--- src/rtl/kbd_pkg.sv ---
// Shared definitions for the PS/2 keyboard receiver: frame FSM states,
// frame constants and the odd-parity helper.
package kbd_pkg;

   localparam int         PS2_DATA_BITS = 8;
   localparam logic [7:0] BREAK_CODE    = 8'hF0;
   localparam logic [7:0] EXT_CODE      = 8'hE0;

   typedef enum logic [1:0] {
      ST_IDLE   = 2'd0,
      ST_DATA   = 2'd1,
      ST_PARITY = 2'd2,
      ST_STOP   = 2'd3
   } kbd_state_t;

   // Returns 1 when the nine bits (eight data bits plus parity) have odd parity.
   function automatic logic odd_parity_ok(input logic [8:0] bits_9);
      return ^bits_9;
   endfunction

endpackage

--- src/rtl/kbd_fifo.sv ---
// First-word-fall-through scan-code queue. The head byte and the
// not-empty flag are registered. A push into a full queue is dropped
// (drop pulses) unless a pop happens in the same cycle.
module kbd_fifo
   import kbd_pkg::*;
#(
   parameter int DEPTH = 4,
   parameter int WIDTH = PS2_DATA_BITS
) (
   input  logic             clk,
   input  logic             reset,
   input  logic             push,
   input  logic [WIDTH-1:0] push_data,
   input  logic             pop,
   output logic [WIDTH-1:0] head_data,
   output logic             not_empty,
   output logic             drop
);

   localparam int PTR_W = $clog2(DEPTH);
   localparam int CNT_W = PTR_W + 1;
   localparam logic [CNT_W-1:0] DEPTH_CNT = CNT_W'(DEPTH);
   localparam logic [CNT_W-1:0] CNT_ONE   = {{(CNT_W-1){1'b0}}, 1'b1};
   localparam logic [PTR_W-1:0] PTR_ONE   = {{(PTR_W-1){1'b0}}, 1'b1};

   logic [WIDTH-1:0] mem_r [DEPTH];
   logic [PTR_W-1:0] wr_ptr_r;
   logic [PTR_W-1:0] rd_ptr_r;
   logic [CNT_W-1:0] count_r;
   logic [WIDTH-1:0] head_r;
   logic             valid_r;

   logic             pop_eff_s;
   logic             push_eff_s;
   logic             drop_s;
   logic [CNT_W-1:0] count_next_s;
   logic [WIDTH-1:0] head_next_s;

   // Decide which requests take effect and precompute the next head byte.
   always_comb begin
      pop_eff_s    = 1'b0;
      push_eff_s   = 1'b0;
      drop_s       = 1'b0;
      count_next_s = count_r;
      head_next_s  = head_r;

      pop_eff_s  = pop && (count_r != '0);
      push_eff_s = push && ((count_r != DEPTH_CNT) || pop_eff_s);
      drop_s     = push && !push_eff_s;

      case ({push_eff_s, pop_eff_s})
         2'b10:   count_next_s = count_r + CNT_ONE;
         2'b01:   count_next_s = count_r - CNT_ONE;
         default: count_next_s = count_r;
      endcase

      if (count_next_s == '0) begin
         head_next_s = '0;
      end else if ((count_r == '0) || (pop_eff_s && (count_r == CNT_ONE))) begin
         // the pushed byte becomes the head straight away
         head_next_s = push_data;
      end else if (pop_eff_s) begin
         head_next_s = mem_r[rd_ptr_r + PTR_ONE];
      end else begin
         head_next_s = head_r;
      end
   end

   // Pointers, occupancy and registered head/valid outputs.
   always_ff @(posedge clk or negedge reset) begin
      if (!reset) begin
         wr_ptr_r <= '0;
         rd_ptr_r <= '0;
         count_r  <= '0;
         head_r   <= '0;
         valid_r  <= 1'b0;
      end else begin
         if (push_eff_s) begin
            wr_ptr_r <= wr_ptr_r + PTR_ONE;
         end
         if (pop_eff_s) begin
            rd_ptr_r <= rd_ptr_r + PTR_ONE;
         end
         count_r <= count_next_s;
         head_r  <= head_next_s;
         valid_r <= (count_next_s != '0);
      end
   end

   // Storage array; contents are don't-care until written.
   always_ff @(posedge clk) begin
      if (push_eff_s) begin
         mem_r[wr_ptr_r] <= push_data;
      end
   end

   assign head_data = head_r;
   assign not_empty = valid_r;
   assign drop      = drop_s;

endmodule

--- src/rtl/ps2_keyboard_rx.sv ---
// PS/2 keyboard receiver: synchronises ps2_clk/ps2_data, decodes 11-bit
// device-to-host frames on synced falling edges, checks parity/stop bit,
// abandons stalled frames after TIMEOUT_CYCLES and queues good bytes.
// Optional build macro KBD_BREAK_FILTER_EN: drops 0xF0 and the byte
// following it so only make codes reach the queue.
module ps2_keyboard_rx
   import kbd_pkg::*;
#(
   parameter int FIFO_DEPTH     = 4,
   parameter int SYNC_STAGES    = 2,
   parameter int TIMEOUT_CYCLES = 50000
) (
   input  logic       clk,
   input  logic       reset,
   input  logic       ps2_clk,
   input  logic       ps2_data,
   input  logic       key_pop,
   input  logic       err_clr,
   output logic [7:0] key_reg,
   output logic       key_valid,
   output logic       frame_err,
   output logic       overflow
);

   localparam int BIT_W = $clog2(PS2_DATA_BITS);
   localparam int TO_W  = $clog2(TIMEOUT_CYCLES + 1);
   localparam logic [BIT_W-1:0] BIT_LAST = BIT_W'(PS2_DATA_BITS - 1);
   localparam logic [BIT_W-1:0] BIT_ONE  = {{(BIT_W-1){1'b0}}, 1'b1};
   localparam logic [TO_W-1:0]  TO_LAST  = TO_W'(TIMEOUT_CYCLES - 1);
   localparam logic [TO_W-1:0]  TO_ONE   = {{(TO_W-1){1'b0}}, 1'b1};

   logic [SYNC_STAGES-1:0] clk_sync_r;
   logic [SYNC_STAGES-1:0] data_sync_r;
   logic                   clk_prev_r;
   logic                   ps2_clk_s;
   logic                   data_s;
   logic                   fall_s;

   kbd_state_t             state_r, state_next_s;
   logic [BIT_W-1:0]       bit_cnt_r, bit_cnt_next_s;
   logic [7:0]             shreg_r, shreg_next_s;
   logic                   par_ok_r, par_ok_next_s;
   logic [TO_W-1:0]        to_cnt_r, to_cnt_next_s;
   logic                   good_s;
   logic                   err_set_s;
   logic                   push_s;
   logic                   drop_s;
   logic                   frame_err_r;
   logic                   overflow_r;

   // Metastability synchronisers; idle PS/2 lines are high.
   always_ff @(posedge clk or negedge reset) begin
      if (!reset) begin
         clk_sync_r  <= '1;
         data_sync_r <= '1;
         clk_prev_r  <= 1'b1;
      end else begin
         clk_sync_r  <= {clk_sync_r[SYNC_STAGES-2:0], ps2_clk};
         data_sync_r <= {data_sync_r[SYNC_STAGES-2:0], ps2_data};
         clk_prev_r  <= ps2_clk_s;
      end
   end

   assign ps2_clk_s = clk_sync_r[SYNC_STAGES-1];
   assign data_s    = data_sync_r[SYNC_STAGES-1];
   assign fall_s    = clk_prev_r & ~ps2_clk_s;

   // Frame FSM next state, bit shifting and the stall timeout.
   always_comb begin
      state_next_s   = state_r;
      bit_cnt_next_s = bit_cnt_r;
      shreg_next_s   = shreg_r;
      par_ok_next_s  = par_ok_r;
      to_cnt_next_s  = to_cnt_r;
      good_s         = 1'b0;
      err_set_s      = 1'b0;

      if (state_r == ST_IDLE) begin
         to_cnt_next_s = '0;
      end else if (fall_s) begin
         to_cnt_next_s = '0;
      end else begin
         to_cnt_next_s = to_cnt_r + TO_ONE;
      end

      if ((state_r != ST_IDLE) && !fall_s && (to_cnt_r == TO_LAST)) begin
         // device stopped clocking mid-frame
         state_next_s  = ST_IDLE;
         to_cnt_next_s = '0;
         err_set_s     = 1'b1;
      end else if (fall_s) begin
         case (state_r)
            ST_IDLE: begin
               if (!data_s) begin
                  bit_cnt_next_s = '0;
                  state_next_s   = ST_DATA;
               end else begin
                  state_next_s   = ST_IDLE;
               end
            end
            ST_DATA: begin
               shreg_next_s = {data_s, shreg_r[7:1]};
               if (bit_cnt_r == BIT_LAST) begin
                  bit_cnt_next_s = '0;
                  state_next_s   = ST_PARITY;
               end else begin
                  bit_cnt_next_s = bit_cnt_r + BIT_ONE;
               end
            end
            ST_PARITY: begin
               par_ok_next_s = odd_parity_ok({shreg_r, data_s});
               state_next_s  = ST_STOP;
            end
            ST_STOP: begin
               if (data_s && par_ok_r) begin
                  good_s    = 1'b1;
               end else begin
                  err_set_s = 1'b1;
               end
               state_next_s = ST_IDLE;
            end
            default: begin
               state_next_s = ST_IDLE;
            end
         endcase
      end else begin
         state_next_s = state_r;
      end
   end

   // Frame FSM state and datapath registers.
   always_ff @(posedge clk or negedge reset) begin
      if (!reset) begin
         state_r   <= ST_IDLE;
         bit_cnt_r <= '0;
         shreg_r   <= '0;
         par_ok_r  <= 1'b0;
         to_cnt_r  <= '0;
      end else begin
         state_r   <= state_next_s;
         bit_cnt_r <= bit_cnt_next_s;
         shreg_r   <= shreg_next_s;
         par_ok_r  <= par_ok_next_s;
         to_cnt_r  <= to_cnt_next_s;
      end
   end

`ifdef KBD_BREAK_FILTER_EN
   logic break_pending_r, break_pending_next_s;

   // Suppress 0xF0 and the byte after it; 0xE0 is treated like any other byte.
   always_comb begin
      push_s               = 1'b0;
      break_pending_next_s = break_pending_r;
      if (err_set_s) begin
         break_pending_next_s = 1'b0;
      end else if (good_s) begin
         if (shreg_r == BREAK_CODE) begin
            break_pending_next_s = 1'b1;
         end else if (break_pending_r) begin
            break_pending_next_s = 1'b0;
         end else begin
            push_s = 1'b1;
         end
      end else begin
         break_pending_next_s = break_pending_r;
      end
   end

   // Break-pending flag register.
   always_ff @(posedge clk or negedge reset) begin
      if (!reset) begin
         break_pending_r <= 1'b0;
      end else begin
         break_pending_r <= break_pending_next_s;
      end
   end
`else
   assign push_s = good_s;
`endif

   kbd_fifo #(
      .DEPTH (FIFO_DEPTH),
      .WIDTH (PS2_DATA_BITS)
   ) u_fifo (
      .clk       (clk),
      .reset     (reset),
      .push      (push_s),
      .push_data (shreg_r),
      .pop       (key_pop),
      .head_data (key_reg),
      .not_empty (key_valid),
      .drop      (drop_s)
   );

   // Sticky error flags; a new error in the clearing cycle wins.
   always_ff @(posedge clk or negedge reset) begin
      if (!reset) begin
         frame_err_r <= 1'b0;
         overflow_r  <= 1'b0;
      end else begin
         if (err_set_s) begin
            frame_err_r <= 1'b1;
         end else if (err_clr) begin
            frame_err_r <= 1'b0;
         end
         if (drop_s) begin
            overflow_r <= 1'b1;
         end else if (err_clr) begin
            overflow_r <= 1'b0;
         end
      end
   end

   assign frame_err = frame_err_r;
   assign overflow  = overflow_r;

endmodule

--- config.mk ---
export PLATFORM = sky130hd
export DESIGN_NAME = ps2_keyboard_rx
export DESIGN_NICKNAME = d
export VERILOG_FILES = /design/src/rtl/kbd_pkg.sv /design/src/rtl/kbd_fifo.sv /design/src/rtl/ps2_keyboard_rx.sv
export SDC_FILE = /design/constraint.sdc
export NUM_CORES = 1
export LEC_CHECK = 0
export BUFFER_PORTS_ARGS = -buffer_cell sky130_fd_sc_hd__buf_4
export CORE_ASPECT_RATIO = 0.9
export CORE_MARGIN = 4
export CORE_UTILIZATION = 55
export CTS_BUF_LIST = sky130_fd_sc_hd__clkbuf_4 sky130_fd_sc_hd__clkbuf_8 sky130_fd_sc_hd__clkbuf_16
export DETAILED_ROUTE_END_ITERATION = 8
export PLACE_DENSITY = 0.72
export SLEW_MARGIN = 20
export SYNTH_ARGS = -nofsm -noshare
export SYNTH_HDL_FRONTEND = slang
export SYNTH_SLANG_ARGS = --single-unit
export TNS_END_PERCENT = 100
--- constraint.sdc ---
create_clock -name clk -period 5.6 [get_ports clk]
set_input_delay 1.12 -clock clk [delete_from_list [all_inputs] [get_ports clk]]
set_output_delay 1.12 -clock clk [all_outputs]
set_load 0.02 [all_outputs]
==> run_results.csv <==
group,metric,value,unit
routing,detail_route.wirelength,6240,um
routing,vias_per_cell,5.52,
sta,maxSlewHeadroom,42.1,%
cells_and_area,net_count_final,339,
die,rows,28,
cts,clockBufferDepth,2,
cts,postCtsResizedCells,0,
global_route,grt_antenna_before_repair,0,
logic_synthesis,syn_avg_cell_area,13.2,sq um
logic_synthesis,synth-edff-count,32,
setup_path,critical_path.cell_chain,"inv_1, ha_1, mux2i_1, nand4_1, or3_1, a311oi_4, a211oi_2",
cells_and_area,area_taken_by_flip_flops_and_latches,0.00229,sq mm
cts,path_clk_slew,0.09,ns
die,chipHeight,88.3,um
setup_path,end_kind,"flop",
die,die_area,0.00858,sq mm
cts,cts_inserted_buffers,9,
logic_synthesis,ys_seq_elements,85,
die,initial_core_util,58.3,%
cts,ctsHoldBuffers,0,
status,outcome,"finished, final reports clean",
sta,fin_hold_viols,0,
logic_synthesis,synthesis.yosys.warnings,0,
sta,worstMarginPinSlew,0.866,ns
setup_path,required,5.81,ns
global_route,grt.total_usage,16.2,%
cells_and_area,insertedDiodeCount,0,
cts,insertion_delay,0.35,ns
job,max-cap-violations,0,
logic_synthesis,synth-async-reset-ratio,62.4,%
setup_path,crit_path_max_incr_delay,0.62,ns
power_and_ir_drop,ir_worst_vdd,0.301,mV
logic_synthesis,mappedNetlistArea,0.00394,sq mm
logic_synthesis,seq_area_frac_synth,58.2,%
sta,fmaxAchievable,399,MHz
die,core_area,0.00676,sq mm
routing,first_iter_violations,85,
routing,drt-pass1-iter-count,4,
sta,fin_crit_sh,44.8,%
die,num_ports,17,
placement,post_dp_hpwl,4280,um
cells_and_area,fillCellCount,493,
sta,finClkSkew,0.00940,ns
cells_and_area,post_layout_nonfiller_instances,413,
power_and_ir_drop,power-per-cell-area,485,mW/mm^2
cells_and_area,multi_input_comb_area,0.00155,sq mm
routing,detail-route-antenna-nets,0,
global_route,grt_start_max_net_pins,54,
sta,shortest_period_the_worst_path_allows,2.51,ns
global_route,grt_first_pass_wirelength,10900,um
cells_and_area,layout.cells.most_common_list,"48 x sky130_fd_sc_hd__dfrtp_1, 32 x sky130_fd_sc_hd__edfxtp_1, 30 x sky130_fd_sc_hd__nor2_1",
global_route,grt_remaining_overflow,0,
setup_path,timing.setup.critical_path_class,"flop to flop",
power_and_ir_drop,total_power,2.10,mW
cells_and_area,area_growth,9.69,%
placement,numPortBuffers,16,
cts,cts_sinks,85,
global_route,first_global_vias,2241,
logic_synthesis,ys.flop_type,"sky130_fd_sc_hd__dfrtp_1",
placement,gpl.final_weighted_congestion,0.844,
routing,drc_errors,0,
cts,ctsHtreeMaxLevel,3,
logic_synthesis,synth.distinct_cells,44,
cells_and_area,layout_cells_sized_above_1,21.1,%
routing,avgRoutedWirePerCell,15.1,um
sta,setup_total_negative_slack,0,ns
hold_path,holdCritPathClass,"flop to flop",
logic_synthesis,synth_cells,299,
power_and_ir_drop,power.leakage,1.77,nW
cts,ctsRootBufferMaster,"sky130_fd_sc_hd__clkbuf_8",
sta,rsz0062_at_grt,"no",
setup_path,cp_data_arrival_time,2.72,ns
cells_and_area,layout.cells.most_common,"sky130_fd_sc_hd__dfrtp_1",
die,die_width,97.2,um
setup_path,cp-start-kind,"flop",
sta,slew_violations,0,
placement,place.detailed.instances,397,
cts,cts_setup_buffers,0,
setup_path,worst-path-max-fanout,9,
setup_path,cp_slowest_cell,"sky130_fd_sc_hd__a311oi_4",
logic_synthesis,postSynthNetCount,320,
setup_path,timing.critical_path.buf_inv,1,
cts,tritoncts,"yes",
setup_path,cpLargestDelayFamily,"compound AO/OA/AOI/OAI gates",
routing,vias,2278,
sta,final-setup-viol-count,0,
stage by stage:
step	worst slack (ns)	util, %	instance area [sq um]	hold WS [ns]
6_report	3.09	63.9	4320	0.358
5_1_grt	2.94	63.9	4320	0.366
4_1_cts	3.09	63.9	4320	0.360
3_5_place_dp	2.74	61.0	4120	0.347
3_3_place_gp	2.80	61.0	4120	0.346
2_1_floorplan	2.97	-	3940	0.345
layout make-up:
class	instances	share of cell area [%]
clock buffer	9	2.87
sequential	85	53.1
tap	90	2.61
multi-input combinational	193	35.8
timing repair buffer	16	2.78
inverter	13	1.13
clock inverter	7	1.71
power by group:
| group | switching [mW] | internal (mW) | total, mW |
|---|---|---|---|
| logic | 0.371 | 0.359 | 0.730 |
| clock network | 0.219 | 0.208 | 0.428 |
| registers | 0.152 | 0.788 | 0.940 |
metal layers:
metal / vias up / track usage [%] / share of wire (%)
met5: - / 0 / 0
met4: 0 / 6.42 / 1.6
met3: 8 / 4.41 / 4.1
met2: 44 / 25.9 / 46
met1: 1107 / 21.6 / 49
li1: 1119 / - / -
state kept, by name, summed over array words and instances, names as in the netlist, 2 cells and up:
name,flops
bit_cnt_r,3
clk_sync_r,2
data_sync_r,2
shreg_r,8
state_r,2
to_cnt_r,16
u_fifo.count_r,3
u_fifo.head_data,8
u_fifo.mem_r,32
u_fifo.rd_ptr_r,2
u_fifo.wr_ptr_r,2
final timing paths:
path | slack, ns | to | startpoint | cells after the start
max | 3.09 | u_fifo.head_data[7]$_DFFE_PN0P_ | u_fifo.count_r[0]$_DFF_PN0_ | 7
min | 0.36 | data_sync_r[1]$_DFF_PN1_ | data_sync_r[0]$_DFF_PN1_ | 0
max reg2reg | 3.09 | u_fifo.head_data[7]$_DFFE_PN0P_ | u_fifo.count_r[0]$_DFF_PN0_ | 7
min reg2reg | 0.36 | data_sync_r[1]$_DFF_PN1_ | data_sync_r[0]$_DFF_PN1_ | 0
max in group asynchronous | 4.37 | to_cnt_r[1]$_DFF_PN0_ | reset | 1
min in group asynchronous | 0.78 | u_fifo.head_data[1]$_DFFE_PN0P_ | reset | 1
cell usage after synthesis, drive strengths merged (9+ instances only):
cell type / number / area (sq um)
o21ai: 9 / 45.0
nand2: 17 / 68.8
ha: 15 / 188
mux2i: 11 / 110
a211oi: 9 / 108
edfxtp: 32 / 961
nor2: 30 / 113
dfrtp: 48 / 1200
xor2: 10 / 87.6
inv: 13 / 48.8
and3: 11 / 68.8
xnor2: 15 / 131
logic make-up (layout without fill, tap and decap cells):
| logic type | count (synthesis) | in the layout | share of synthesized area (%) |
|---|---|---|---|
| XOR/XNOR | 25 | 25 | 5.56 |
| flip-flops | 85 | 85 | 58.2 |
| adder cells (fa/ha/maj) | 15 | 15 | 4.76 |
| multiplexers | 27 | 27 | 9.65 |
| AND/OR/NAND/NOR | 89 | 89 | 11.5 |
| buffers and inverters | 21 | 45 | 2.48 |
| AO/OA/AOI/OAI | 37 | 37 | 7.84 |
Power figures use the tool's default switching activity.
